===== src/rtl/pg_pkg.sv =====
// pg_pkg: shared mode encodings and colour indices for the pattern generator
package pg_pkg;
   typedef logic [2:0] color_t;
   localparam logic [2:0] PG_HBANDS  = 3'd0;
   localparam logic [2:0] PG_VBARS   = 3'd1;
   localparam logic [2:0] PG_CHECKER = 3'd2;
   localparam logic [2:0] PG_RAMP    = 3'd3;
   localparam logic [2:0] PG_SOLID   = 3'd4;
   // colour index bits are {r,g,b}; each set bit drives that component full scale
   localparam color_t BLACK   = 3'b000;
   localparam color_t BLUE    = 3'b001;
   localparam color_t GREEN   = 3'b010;
   localparam color_t CYAN    = 3'b011;
   localparam color_t RED     = 3'b100;
   localparam color_t MAGENTA = 3'b101;
   localparam color_t YELLOW  = 3'b110;
   localparam color_t WHITE   = 3'b111;
endpackage


===== src/rtl/pg_color_lut.sv =====
// pg_color_lut: combinational colour index to {r,g,b} expansion
module pg_color_lut
   import pg_pkg::*;
#(
   parameter int CW = 8
) (
   input  color_t            idx,
   output logic [3*CW-1:0]   rgb
);
   assign rgb = {{CW{idx[2]}}, {CW{idx[1]}}, {CW{idx[0]}}};
endmodule


===== src/rtl/pattern_gen.sv =====
// pattern_gen: registered test-pattern generator with per-frame mode and horizontal scroll
module pattern_gen
   import pg_pkg::*;
#(
   parameter int H_ACTIVE    = 1920,
   parameter int V_ACTIVE    = 1080,
   parameter int CNT_W       = 12,
   parameter int CW          = 8,
   parameter int NUM_BANDS   = 4,
   parameter int CHK_LOG2    = 6,
   parameter int SCROLL_STEP = 4
) (
   input  logic              clk,
   input  logic              reset_n,
   input  logic [CNT_W-1:0]  h_count,
   input  logic [CNT_W-1:0]  v_count,
   input  logic              active,
   input  logic              frame_start,
   input  logic [2:0]        mode_sel,
   input  logic              scroll_en,
   input  logic [3*CW-1:0]   solid_rgb,
   output logic [CW-1:0]     read_r,
   output logic [CW-1:0]     read_g,
   output logic [CW-1:0]     read_b,
   output logic              de_out
);
   localparam int BAND_H = V_ACTIVE / NUM_BANDS;
   localparam int BAR_W  = H_ACTIVE / 8;
   localparam int BW     = NUM_BANDS > 4 ? $clog2(NUM_BANDS) : 2;
   localparam logic [CNT_W:0] H_FULL = (CNT_W+1)'(H_ACTIVE);
   localparam color_t BAND_SEQ [4] = '{RED, GREEN, BLUE, YELLOW};
   localparam color_t BAR_SEQ  [8] = '{WHITE, YELLOW, CYAN, GREEN, MAGENTA, RED, BLUE, BLACK};

   logic [2:0]       mode_q, mode_eff;
   logic [CNT_W:0]   off_acc, off_cur, off_eff, off_sum, h_sum;
   logic             valid;
   logic [CNT_W:0]   s1_h;
   logic [CNT_W-1:0] s1_v;
   logic [2:0]       s1_mode;
   logic             s1_valid;
   logic [3*CW-1:0]  s1_rgb;
   logic [BW-1:0]    band;
   logic [2:0]       bar;
   color_t           idx;
   logic [3*CW-1:0]  lut_rgb, rgb_nxt;

   // off_acc advances at each frame_start; off_cur is the offset the current frame scrolls by
   assign off_sum  = off_acc + (CNT_W+1)'(SCROLL_STEP);
   assign mode_eff = frame_start ? mode_sel : mode_q;
   assign off_eff  = frame_start ? off_acc : off_cur;
   assign h_sum    = {1'b0, h_count} + off_eff;
   assign valid    = active && {1'b0, h_count} < H_FULL && {1'b0, v_count} < (CNT_W+1)'(V_ACTIVE);

   // frame-rate state: mode and scroll offset latched at each frame_start
   always_ff @(posedge clk or negedge reset_n)
      if (!reset_n) begin
         mode_q  <= PG_HBANDS;
         off_acc <= '0;
         off_cur <= '0;
      end else if (frame_start) begin
         mode_q  <= mode_sel;
         off_cur <= off_acc;
         off_acc <= !scroll_en ? off_acc : off_sum >= H_FULL ? off_sum - H_FULL : off_sum;
      end

   // stage 1: wrap the scrolled column and capture the pixel context
   always_ff @(posedge clk or negedge reset_n)
      if (!reset_n) begin
         s1_h     <= '0;
         s1_v     <= '0;
         s1_mode  <= '0;
         s1_valid <= 1'b0;
         s1_rgb   <= '0;
      end else begin
         s1_h     <= h_sum >= H_FULL ? h_sum - H_FULL : h_sum;
         s1_v     <= v_count;
         s1_mode  <= mode_eff;
         s1_valid <= valid;
         s1_rgb   <= solid_rgb;
      end

   // band and bar indices from ascending threshold chains; the last threshold passed wins
   always_comb begin
      band = '0;
      bar  = '0;
      for (int k = 1; k < NUM_BANDS; k++) band = s1_v >= CNT_W'(k * BAND_H) ? BW'(k) : band;
      for (int k = 1; k < 8; k++) bar = s1_h >= (CNT_W+1)'(k * BAR_W) ? 3'(k) : bar;
   end

   assign idx = s1_mode == PG_HBANDS  ? BAND_SEQ[band[1:0]] :
                s1_mode == PG_VBARS   ? BAR_SEQ[bar] :
                s1_mode == PG_CHECKER ? ((s1_h[CHK_LOG2] ^ s1_v[CHK_LOG2]) ? WHITE : BLACK) :
                BLACK;

   pg_color_lut #(.CW(CW)) u_lut (
      .idx (idx),
      .rgb (lut_rgb)
   );

   assign rgb_nxt = !s1_valid             ? '0 :
                    s1_mode == PG_RAMP    ? {3{s1_h[CW-1:0]}} :
                    s1_mode == PG_SOLID   ? s1_rgb :
                    lut_rgb;

   // stage 2: registered colour and matching data-enable
   always_ff @(posedge clk or negedge reset_n)
      if (!reset_n) begin
         {read_r, read_g, read_b} <= '0;
         de_out <= 1'b0;
      end else begin
         {read_r, read_g, read_b} <= rgb_nxt;
         de_out <= s1_valid;
      end
endmodule


===== config.mk =====
export PLATFORM = sky130hd
export DESIGN_NAME = pattern_gen
export DESIGN_NICKNAME = d
export VERILOG_FILES = /design/src/rtl/pg_pkg.sv /design/src/rtl/pg_color_lut.sv /design/src/rtl/pattern_gen.sv
export SDC_FILE = /design/constraint.sdc
export NUM_CORES = 1
export LEC_CHECK = 0
export BUFFER_PORTS_ARGS = -buffer_cell sky130_fd_sc_hd__buf_2
export CAP_MARGIN = 20
export CORE_AREA = 2 2 122 148
export CTS_BUF_LIST = sky130_fd_sc_hd__clkbuf_4
export CTS_CLUSTER_SIZE = 28
export DETAILED_ROUTE_END_ITERATION = 10
export DIE_AREA = 0 0 124 150
export SLEW_MARGIN = 20
export SYNTH_ARGS = -nofsm -noshare
export SYNTH_HDL_FRONTEND = slang
export SYNTH_SLANG_ARGS = --single-unit

===== constraint.sdc =====
create_clock -name clk -period 7.17 [get_ports clk]
set_clock_uncertainty 0.15 [all_clocks]
set_input_delay 0 -clock clk [delete_from_list [all_inputs] [get_ports clk]]
set_output_delay 0 -clock clk [all_outputs]
set_load 0.02 [all_outputs]

==> flow_summary.ini <==
[status]
run_status = finished clean

[finish]
area.growth.synth_to_final_pct = 29.9
nNetsFinal = 700
layout_cell_share_with_drive_strength_beyond_1_pct = 21.4
fillers = 1703

[timing]
timing.final.max_slew_violations = 0
tightest_slew_ns = 0.906
timing.slew.headroom_pct = 39.5
fin_hold_ws_ns = 0.0312
finalHoldViolCount = 0
period_minus_slack_ns = 3.73
setup_repair_after_global_routing_missed_its_margin = false
fmax_mhz = 268
fin_tns_setup_ns = 0
post-route-period-util_pct = 52.1
setup_viol_count_final = 0

[yosys]
ys_seq_area_share_pct = 49.9
yosys_warnings = 0
most_frequent_cell_after_synthesis = sky130_fd_sc_hd__dfrtp_1
ys_types = 78
netlist_top_cells_count = sky130_fd_sc_hd__dfrtp_1 (101), sky130_fd_sc_hd__nand2_1 (44), sky130_fd_sc_hd__nor2_1 (31), sky130_fd_sc_hd__o21ai_0 (26), sky130_fd_sc_hd__a21oi_1 (23)
yosys.area.top_type_share_pct = 49.9
avgSynthCellArea_um2 = 10.6
syn_nets = 552
asyncSetResetFlopFracSynth_pct = 100
syn-cell-area_um2 = 5060
largest_family_of_logic_cells_by_synthesized_area = compound AO/OA/AOI/OAI gates
dominant_synthesized_flop_cell = sky130_fd_sc_hd__dfrtp_1
synthMuxAreaShare_pct = 4.43
number_of_flops_mapped_to_enable_cells_by_yosys = 0
synthCells = 478
synth_fa_ha_area_share_pct = 4.80
synth_top_area_cell = sky130_fd_sc_hd__dfrtp_1
post_synth_xor_area_fraction_pct = 2.77
yosys.area_share.simple_pct = 16.2
synth_top_cells_by_area = sky130_fd_sc_hd__dfrtp_1 (50%), sky130_fd_sc_hd__ha_1 (4.2%), sky130_fd_sc_hd__mux2_2 (3.3%)
postSynthRegisterBits = 101
complex_gate_fraction_of_the_synthesized_area_pct = 18.1

[grt]
globalRoute.totalOverflow = 0
largest_net_degree_at_the_start_of_global_routing = 75
grt_busiest_layer = met2
first_global_vias = 4051
grt.met1_usage_pct = 17.0
grt_antenna_before_repair = 1
grt_pass1_wl_um = 19800
use_met2_pct = 23.6
grtUsageMet3_pct = 2.55
gr-usage-all-layers_pct = 13.9

[critical_path]
cpMaxStageDelayCell = sky130_fd_sc_hd__dfrtp_1
reg2reg_slack_ns = 3.44
crit_end = s1_h[8]
reg2reg_to = s1_h[8]
crit_start = off_acc[2]
crit_path_capture_type = register
critPathMaxFanout = 9
worst_stage_delay_on_the_critical_path_ns = 0.53
crit_family = compound AO/OA/AOI/OAI gates
worstReg2RegStart = off_acc[2]
cp.arrival_ns = 3.96
startpoint_types = register
timing.critical_path.depth = 12
cp_cell_sequence = mux2_2 > ha_1 > nor2b_1 > o2111a_1 > o31a_1 > xnor2_1 > inv_1 > ha_1 > inv_1 > o41ai_2 > a31o_1 > mux2_4
worstRegToRegCells = 12
critical_path.n_buffers_inverters = 2
worst_ep_required_time_ns = 7.39
timing.setup.critical_path_class = reg2reg

[clock_network]
clock_tree.buffer_depth = 2
worstSkewPairLatency_ns = 0.49
htreeDepth = 3
cts-buffers-inserted = 9
tritoncts = done
ctsRootBufferMaster = sky130_fd_sc_hd__clkbuf_4
clkSlewWorstSetupHoldPaths_ns = 0.18
clock_sinks = 101
post_cts_buffers = 0

[routing]
drc = 0
wl_per_cell_um = 15.0
firstDrtPassIters = 5
first_iter_violations = 218
wl_um = 12800
antenna_violating_nets_post_route = 0
detailroute.via_count = 4151
vias_per_cell = 4.87

[floorplan]
placementRows = 53
die_width_um = 124
die_area_um2 = 18600
chipHeight_um = 150
floorplan.core_area_um2 = 17200
number_of_primary_i_o_pins = 81
start_util_pct = 29.4

[power]
cellPowerDensity_nw_per_um2 = 249
ir_worst_vdd_mv = 0.0778
intPower_uw = 1010
clockPowerShare_pct = 17.6
swShare_pct = 38.3
total_leakage_power_uw = 0.00297
comb_power_share_pct = 37.2
power.sequential.fraction_pct = 45.1
p_sw_uw = 626

[place]
routability_driven_placement_congestion_ratio = 0.826
port_buffers = 79
detailedPlacementHpwl_um = 8790

[worst_hold_path]
hold_class = in2reg

[flow_run]
max_cap_violations = 0
state kept, by name, indices dropped and copies added (netlist names):
name      flops
off_cur      13
read_r        8
s1_rgb       24
read_g        8
s1_valid      1
read_b        8
off_acc      11
s1_mode       3
de_out        1
s1_v         11
s1_h         13
routing by layer:
layer,vias to the layer above,wire (µm)
met5,-,0
li1,2035,-
met4,0,263
met3,17,493
met1,2002,5640
met2,97,6350
placed cells by master, fill, tap and decap left out, types with 11 or more instances in the layout:
master,count
sky130_fd_sc_hd__xnor2_1,12
sky130_fd_sc_hd__mux2_2,15
sky130_fd_sc_hd__a31oi_1,11
sky130_fd_sc_hd__nand2_1,44
sky130_fd_sc_hd__inv_1,13
sky130_fd_sc_hd__nor2_1,31
sky130_fd_sc_hd__ha_1,17
sky130_fd_sc_hd__dfrtp_1,101
sky130_fd_sc_hd__o21ai_0,26
sky130_fd_sc_hd__a21oi_1,23
sky130_fd_sc_hd__buf_2,78
sky130_fd_sc_hd__dlygate4sd3_1,81
sky130_fd_sc_hd__nand3_1,14
sky130_fd_sc_hd__and2_1,14
metrics by stage:
stage / util, % / instances / instance area (µm²) / power, µW / worst slack, ns
2_1_floorplan: - / 478 / 5060 / 1170 / 3.77
6_report: 38.1 / 852 / 6570 / 1630 / 3.44
3_3_place_gp: 32.5 / 753 / 5600 / 1280 / 3.59
4_1_cts: 37.9 / 848 / 6540 / 1640 / 3.49
3_5_place_dp: 32.5 / 753 / 5600 / 1310 / 3.53
5_1_grt: 38.1 / 852 / 6570 / 1750 / 3.32
repair_timing:
item                      4_1_cts  5_1_grt
hold endpoints to repair      169        3
hold buffers                   79        3
gates resized for setup         0        0
cell type report:
type | instances | area (µm²) | share of cell area, %
Inverter | 13 | 48.8 | 0.742
Antenna cell | 1 | 2.50 | 0.0381
Multi-Input combinational cell | 339 | 2340 | 35.7
Clock buffer | 9 | 67.6 | 1.03
Clock inverter | 7 | 71.3 | 1.09
Sequential cell | 101 | 2530 | 38.5
Tap cell | 220 | 275 | 4.19
Timing Repair Buffer | 162 | 1240 | 18.8
logic make-up after synthesis:
group | Yosys count
XOR/XNOR | 16
AND/OR/NAND/NOR | 159
flip-flops | 101
multiplexers | 20
buffers and inverters | 38
adder cells (fa/ha/maj) | 19
AO/OA/AOI/OAI | 125
worst min-delay path by stage:
stage	start	end	slack, ns	cells after the start
after floorplan	reset_n	de_out	-0.45	0
after global placement	reset_n	off_acc[9]	-0.22	1
after detailed placement	reset_n	off_acc[7]	-0.21	1
after CTS	solid_rgb[4]	s1_rgb[4]	0.0002	2
after global routing	solid_rgb[4]	s1_rgb[4]	0.004	2
final	solid_rgb[4]	s1_rgb[4]	0.03	2
power by group through the flow:
| stage | combinational, µW | clock [µW] | sequential [µW] |
|---|---|---|---|
| after floorplan | 470 | 0 | 704 |
| after global placement | 539 | 0 | 743 |
| after detailed placement | 560 | 0 | 747 |
| after CTS | 606 | 300 | 735 |
| after global routing | 675 | 326 | 752 |
| final | 609 | 288 | 737 |
No activity file was read; power rests on OpenSTA's default activity.
